$ cat config.mk
export PLATFORM = sky130hd
export DESIGN_NAME = vga_timing_gen
export DESIGN_NICKNAME = d
export VERILOG_FILES = /design/src/rtl/vga_timing_pkg.sv /design/src/rtl/vga_delay_line.sv /design/src/rtl/vga_timing_gen.sv
export SDC_FILE = /design/constraint.sdc
export NUM_CORES = 1
export LEC_CHECK = 0
export ABC_AREA = 1
export BUFFER_PORTS_ARGS = -buffer_cell sky130_fd_sc_hd__buf_4
export CAP_MARGIN = 40
export CORE_ASPECT_RATIO = 0.9
export CORE_MARGIN = 5
export CORE_UTILIZATION = 55
export DETAILED_ROUTE_END_ITERATION = 12
export HOLD_SLACK_MARGIN = 0.03
export PLACE_DENSITY = 0.8
export SLEW_MARGIN = 20
export SYNTH_ARGS = -nofsm -noshare
export SYNTH_HDL_FRONTEND = slang
export SYNTH_SLANG_ARGS = --single-unit
$ cat constraint.sdc
create_clock -name clk -period 1.9 [get_ports clk]
set_input_delay 0.19 -clock clk [delete_from_list [all_inputs] [get_ports clk]]
set_output_delay 0.19 -clock clk [all_outputs]
set_load 0.005 [all_outputs]
$ cat src/rtl/vga_timing_pkg.sv
// vga_timing_pkg: shared segment constants, widths and helpers for the VGA timing generator
//   DEF_* : 1280x800 raster (1680 x 828 clocks/lines)
//   ALT_* : 640x480 raster (800 x 525 clocks/lines)
package vga_timing_pkg;
    localparam int DEF_H_SYNC = 136;
    localparam int DEF_H_BP = 200;
    localparam int DEF_H_ACTIVE = 1280;
    localparam int DEF_H_FP = 64;
    localparam int DEF_V_SYNC = 3;
    localparam int DEF_V_BP = 24;
    localparam int DEF_V_ACTIVE = 800;
    localparam int DEF_V_FP = 1;
    localparam int ALT_H_SYNC = 96;
    localparam int ALT_H_BP = 48;
    localparam int ALT_H_ACTIVE = 640;
    localparam int ALT_H_FP = 16;
    localparam int ALT_V_SYNC = 2;
    localparam int ALT_V_BP = 33;
    localparam int ALT_V_ACTIVE = 480;
    localparam int ALT_V_FP = 10;
    localparam int H_CNT_MAX = 2048;
    localparam int V_CNT_MAX = 1024;
    localparam int MAX_PIX_LAT = 8;
    typedef struct packed {
        logic hs;
        logic vs;
        logic de;
    } sync_t;
    function automatic int seg_total(input int s, input int bp, input int act, input int fp);
        return s + bp + act + fp;
    endfunction
endpackage

$ cat src/rtl/vga_delay_line.sv
// vga_delay_line: W-bit shift register of DEPTH stages with enable and synchronous clear
//   clk, rst : clock, synchronous active-high clear of every stage
//   en       : shift enable; stages hold when low
//   d, q     : input word, word delayed by DEPTH enabled clocks (DEPTH=0 passes d through)
module vga_delay_line #(
    parameter int W = 1,
    parameter int DEPTH = 1
) (
    input  logic         clk,
    input  logic         rst,
    input  logic         en,
    input  logic [W-1:0] d,
    output logic [W-1:0] q
);
    generate
        if (DEPTH == 0) begin : g_pass
            logic unused_ctrl;
            assign unused_ctrl = ^{clk, rst, en};
            assign q = d;
        end else begin : g_sr
            logic [W-1:0] sr [DEPTH];
            always_ff @(posedge clk) begin
                if (rst) begin
                    for (int i = 0; i < DEPTH; i++) sr[i] <= '0;
                end else if (en) begin
                    sr[0] <= d;
                    for (int i = 1; i < DEPTH; i++) sr[i] <= sr[i-1];
                end
            end
            assign q = sr[DEPTH-1];
        end
    endgenerate
endmodule

$ cat src/rtl/vga_timing_gen.sv
// vga_timing_gen: VGA raster timing with early pixel coordinates and latency-aligned sync/de/rgb
//   clk, rst, en   : pixel clock, synchronous active-high reset, count enable (low = hold all)
//   rgb_in         : {r,g,b} from renderer, valid PIX_LAT clocks after its coordinates
//   curr_x, curr_y : active-area coordinates (0 outside active), coord_vld flags them
//   frame_start    : pulse with (0,0); line_start : pulse with x=0 of each active line
//   hsync, vsync, de, pix_r/g/b : outputs aligned to rgb_in, lag coord_vld by PIX_LAT+1
module vga_timing_gen
    import vga_timing_pkg::*;
#(
    parameter int H_SYNC = DEF_H_SYNC,
    parameter int H_BP = DEF_H_BP,
    parameter int H_ACTIVE = DEF_H_ACTIVE,
    parameter int H_FP = DEF_H_FP,
    parameter int V_SYNC = DEF_V_SYNC,
    parameter int V_BP = DEF_V_BP,
    parameter int V_ACTIVE = DEF_V_ACTIVE,
    parameter int V_FP = DEF_V_FP,
    parameter bit H_POL = 1'b0,
    parameter bit V_POL = 1'b1,
    parameter int PIX_LAT = 1,
    parameter int CW = 4
) (
    input  logic          clk,
    input  logic          rst,
    input  logic          en,
    input  logic [3*CW-1:0] rgb_in,
    output logic [10:0]   curr_x,
    output logic [9:0]    curr_y,
    output logic          coord_vld,
    output logic          frame_start,
    output logic          line_start,
    output logic          hsync,
    output logic          vsync,
    output logic          de,
    output logic [CW-1:0] pix_r,
    output logic [CW-1:0] pix_g,
    output logic [CW-1:0] pix_b
);
    localparam int H_TOT = seg_total(H_SYNC, H_BP, H_ACTIVE, H_FP);
    localparam int V_TOT = seg_total(V_SYNC, V_BP, V_ACTIVE, V_FP);
    generate
        if (H_TOT > H_CNT_MAX || V_TOT > V_CNT_MAX || PIX_LAT < 0 || PIX_LAT > MAX_PIX_LAT) begin : g_bad_cfg
            $error("vga_timing_gen: H_TOT/V_TOT exceed counter width or PIX_LAT out of 0..8");
        end
    endgenerate
    localparam logic [10:0] H_LAST = 11'(H_TOT - 1);
    localparam logic [10:0] H_S = 11'(H_SYNC);
    localparam logic [10:0] HA0 = 11'(H_SYNC + H_BP);
    localparam logic [10:0] HA_LAST = 11'(H_SYNC + H_BP + H_ACTIVE - 1);
    localparam logic [9:0] V_LAST = 10'(V_TOT - 1);
    localparam logic [9:0] V_S = 10'(V_SYNC);
    localparam logic [9:0] VA0 = 10'(V_SYNC + V_BP);
    localparam logic [9:0] VA_LAST = 10'(V_SYNC + V_BP + V_ACTIVE - 1);
    logic [10:0] hcnt;
    logic [9:0]  vcnt;
    logic        h_wrap, v_wrap, act;
    sync_t       s0, dl_q;
    always_comb begin
        h_wrap = hcnt == H_LAST;
        v_wrap = vcnt == V_LAST;
        act = hcnt >= HA0 && hcnt <= HA_LAST && vcnt >= VA0 && vcnt <= VA_LAST;
    end
    // vcnt only moves on the hcnt wrap, so vsync can only change at a line boundary
    always_ff @(posedge clk) begin
        if (rst) begin
            hcnt <= '0;
            vcnt <= '0;
        end else if (en) begin
            hcnt <= h_wrap ? '0 : hcnt + 11'd1;
            if (h_wrap) vcnt <= v_wrap ? '0 : vcnt + 10'd1;
        end
    end
    // Stage 0: coordinates for the renderer plus raw (active-high) sync/de flags
    always_ff @(posedge clk) begin
        if (rst) begin
            curr_x <= '0;
            curr_y <= '0;
            coord_vld <= 1'b0;
            frame_start <= 1'b0;
            line_start <= 1'b0;
            s0 <= '0;
        end else if (en) begin
            curr_x <= act ? hcnt - HA0 : '0;
            curr_y <= act ? vcnt - VA0 : '0;
            coord_vld <= act;
            frame_start <= act && hcnt == HA0 && vcnt == VA0;
            line_start <= act && hcnt == HA0;
            s0 <= sync_t'{hs: hcnt < H_S, vs: vcnt < V_S, de: act};
        end
    end
    vga_delay_line #(.W($bits(sync_t)), .DEPTH(PIX_LAT)) u_dl (
        .clk(clk),
        .rst(rst),
        .en(en),
        .d(s0),
        .q(dl_q)
    );
    // Polarity is applied only here so a cleared pipeline reads as inactive sync
    always_ff @(posedge clk) begin
        if (rst) begin
            hsync <= ~H_POL;
            vsync <= ~V_POL;
            de <= 1'b0;
            {pix_r, pix_g, pix_b} <= '0;
        end else if (en) begin
            hsync <= dl_q.hs ? H_POL : ~H_POL;
            vsync <= dl_q.vs ? V_POL : ~V_POL;
            de <= dl_q.de;
            {pix_r, pix_g, pix_b} <= dl_q.de ? rgb_in : '0;
        end
    end
endmodule

==> summary.txt <==
Status
  – Outcome: finished clean

Layout
  – Seq. cell area: 0.00133 sq mm
  – Post-route cell area: 0.00374 sq mm
  – Final Net Count: 481
  – Multi-input logic area: 0.00148 sq mm
  – ANT cells: 0
  – Fin util: 69.9%
  – Area grow syn2layout: 21.8%
  – Share of layout cells above drive strength 1: 20.5%
  – FILL cells: 427

Drt
  – Via count: 2,837
  – Routed WL: 7230 microns
  – Average vias per placed instance: 5.34
  – Number of DRC markers in iteration 0: 212
  – Post-DRT Antenna Nets: 0
  – # DRC: 0
  – DR WL/cell: 13.6 microns
  – Drt first pass iters: 4

CTS
  – TritonCTS Sinks: 65
  – Post-CTS Hold Buffers: 0
  – Cell chosen for the clock root: clkbuf_8
  – CTS resizes: 0
  – Clock transition at path regs: 0.07 ns
  – Post-CTS Setup Bufs: 0
  – CTS H-tree depth: 3
  – Later-pin clock latency in the skew report: 0.35 ns
  – CTS tree: yes
  – CTS Buffer Depth: 2
  – Num CTS Buffers: 9

Floorplan
  – Die W: 88.7 microns
  – Row Count: 25
  – Die Ht: 80.9 microns
  – Core box area: 0.00535 sq mm
  – Initial Util: 57.4%
  – Die area: 0.00718 sq mm
  – I/O pins: 54

Worst setup path
  – Crit. Startpoint: hcnt[1]
  – Reg2reg end: hcnt[10]
  – Setup crit end: hcnt[10]
  – Reg2reg setup slack: 0.16 ns
  – Crit path DAT: 1.96 ns
  – Critical path launch point type: flip-flop
  – CP Class: reg -> reg
  – Crit path capture type: flip-flop
  – Critical Path, Cell by Cell: ha_1, nand2_1, nor2_1, nand2_1, nor2_1, nand2_1, nor3_1, nor3_1
  – Worst R2R Path Depth: 8
  – CP max stage cell: dfxtp_1
  – CP bufs+invs: 0
  – CP required: 2.13 ns
  – Worst path depth: 8
  – Family with the most delay on the worst path: simple AND/OR/NAND/NOR gates
  – R2R Path Start: hcnt[1]
  – Critical Path Most Common Cell: nand2_1
  – CP peak stage delay: 0.39 ns
  – Critical-path maximum fanout: 4

Synthesis
  – #FFs+latches synth: 65
  – Post-synth top area share: 40.4%
  – Post-Syn Nets: 427
  – Leading area contributor after synthesis: dfxtp_1
  – Mapped Cells: 405
  – Register area share after synthesis: 43.4%
  – Synth Area per Inst: 7.58 sq um
  – Synthesized area: 0.00307 sq mm
  – Dominant cells by area after synthesis: dfxtp_1, nand2_1, xor2_1
  – Synthesis Warnings: 0
  – Yosys cell types: 32

STA
  – Final Hold Fails: 0
  – Fin. max-slew vios: 0
  – Rel. slew slack: 72.2%
  – RSZ-0062 raised after global routing: no
  – Worst-Margin Slew: 0.414 ns
  – Period utilization: 91.3%
  – Achievable Freq: 576 MHz
  – Setup Skew: 0.00914 ns
  – Sum of negative setup slack: 0 ns
  – # setup viols final: 0
  – Final worst slack: 0.165 ns
  – Minimum clock period: 1.74 ns

Power
  – Post-layout total power: 2.83 mW
  – Peak VDD IR: 657 uV
  – Pwr/cell area: 758 mW/mm^2
  – P_leak: 1.70 nW

Global route
  – First-pass GRT wire length: 11,900 microns
  – Initial antenna violation count: 0
  – Grt ovf: 0
  – Largest net degree at the start of global routing: 38
  – Vias in the first global route: 2,633
  – GRT Overall Usage: 21.4%

Placed design
  – I/O Buffers: 53
  – Post-DP HPWL: 5330 microns
  – Dpl cell area: 0.00350 sq mm
  – Pre-CTS setup slack: 0.207 ns
  – RePlAce Congestion: 0.968

Min path
  – Worst Hold Depth: 2
  – Hold Path Class: in -> reg

Job
  – Max-cap viol count: 0
==> stage by stage <==
stage / std cells / hold WS, ns
floorplan: 405 / 0.358
global route: 531 / 0.0742
CTS: 531 / 0.0761
detailed placement: 515 / 0.410
global placement: 515 / 0.412
finish: 531 / 0.0891
==> state kept, by name, summed over array words and instances, names as in the netlist <==
name,flops
pix_r,4
vcnt,10
de,1
pix_b,4
curr_x,11
line_start,1
s0,3
vsync,1
u_dl.g_sr.sr,3
hsync,1
frame_start,1
hcnt,11
pix_g,4
curr_y,10
==> layout by cell type (no fill, tap or decap), types with 2 or more instances in the layout <==
cell type,n
nand2_2,4
nor2_2,5
nor3_1,10
clkbuf_16,2
o21ai_0,9
buf_4,59
xnor2_1,2
ha_1,7
dfxtp_1,62
clkbuf_8,9
nand2_1,121
nand4_1,5
nor2_1,36
xor2_1,19
a22o_1,2
nand3_2,2
a21oi_1,12
o22ai_1,3
edfxtp_1,3
inv_1,34
a32o_1,12
a31oi_1,2
nand3_1,26
inv_2,5
==> power by group <==
part | switching [mW] | leakage [nW] | total [mW] | internal, mW
Combinational | 0.0538 | 1.05 | 0.0994 | 0.0456
Sequential | 0.0133 | 0.534 | 1.40 | 1.39
Clock | 0.556 | 0.113 | 1.33 | 0.773
==> worst register-to-register path: stages, from the launching register on <==
cell and delay [ns]:
dfxtp_1 0.39, ha_1 0.21, nand2_1 0.10, nor2_1 0.22
nand2_1 0.09, nor2_1 0.26, nand2_1 0.14, nor3_1 0.15
nor3_1 0.07
==> routing by layer <==
metal	share of wire (%)	vias up	wire, microns	track usage [%]
li1	-	1411	-	-
met1	47	1318	3420	27.7
met2	43	97	3120	32.6
met3	8.3	11	603	7.71
met4	1.2	0	87	7.85
met5	0	-	0	0
==> logic make-up after synthesis <==
logic type	share of synthesized area [%]
simple gates	29.3
flops	43.4
buf+inv	8.60
compound gates	9.87
xor+xnor	5.99
fa+ha+maj	2.85
==> worst min path at each step <==
stage	startpoint	slack, ns	endpoint
floorplan	rgb_in[0]	0.36	pix_b[0]
global placement	u_dl.g_sr.sr[0][2]	0.41	hsync
detailed placement	u_dl.g_sr.sr[0][2]	0.41	hsync
CTS	rgb_in[9]	0.08	pix_r[1]
global route	rgb_in[3]	0.07	pix_b[3]
finish	rgb_in[9]	0.09	pix_r[1]
==> synth_stat cells, drive strengths merged <==
| library cell | number |
|---|---|
| nand3b | 1 |
| o21ai | 10 |
| o21bai | 1 |
| nand2 | 125 |
| nand3 | 28 |
| edfxtp | 3 |
| ha | 7 |
| xor2 | 19 |
| o32ai | 1 |
| a32o | 12 |
| clkinv | 1 |
| or2 | 1 |
| inv | 39 |
| buf | 13 |
| nand4 | 5 |
| a31oi | 2 |
| xnor2 | 2 |
| o22ai | 3 |
| nor3 | 10 |
| dfxtp | 62 |
| clkbuf | 4 |
| a22o | 2 |
| nor2 | 42 |
| a21oi | 12 |
==> final cells by class <==
class | count | share of cell area, %
Inverter | 40 | 4.02
Clock inverter | 4 | 1.47
Clock buffer | 12 | 4.75
Multi-Input combinational cell | 283 | 39.5
Sequential cell | 65 | 35.6
Timing Repair Buffer | 60 | 12.4
Tap cell | 67 | 2.24
(Power assumes the default switching activity.)
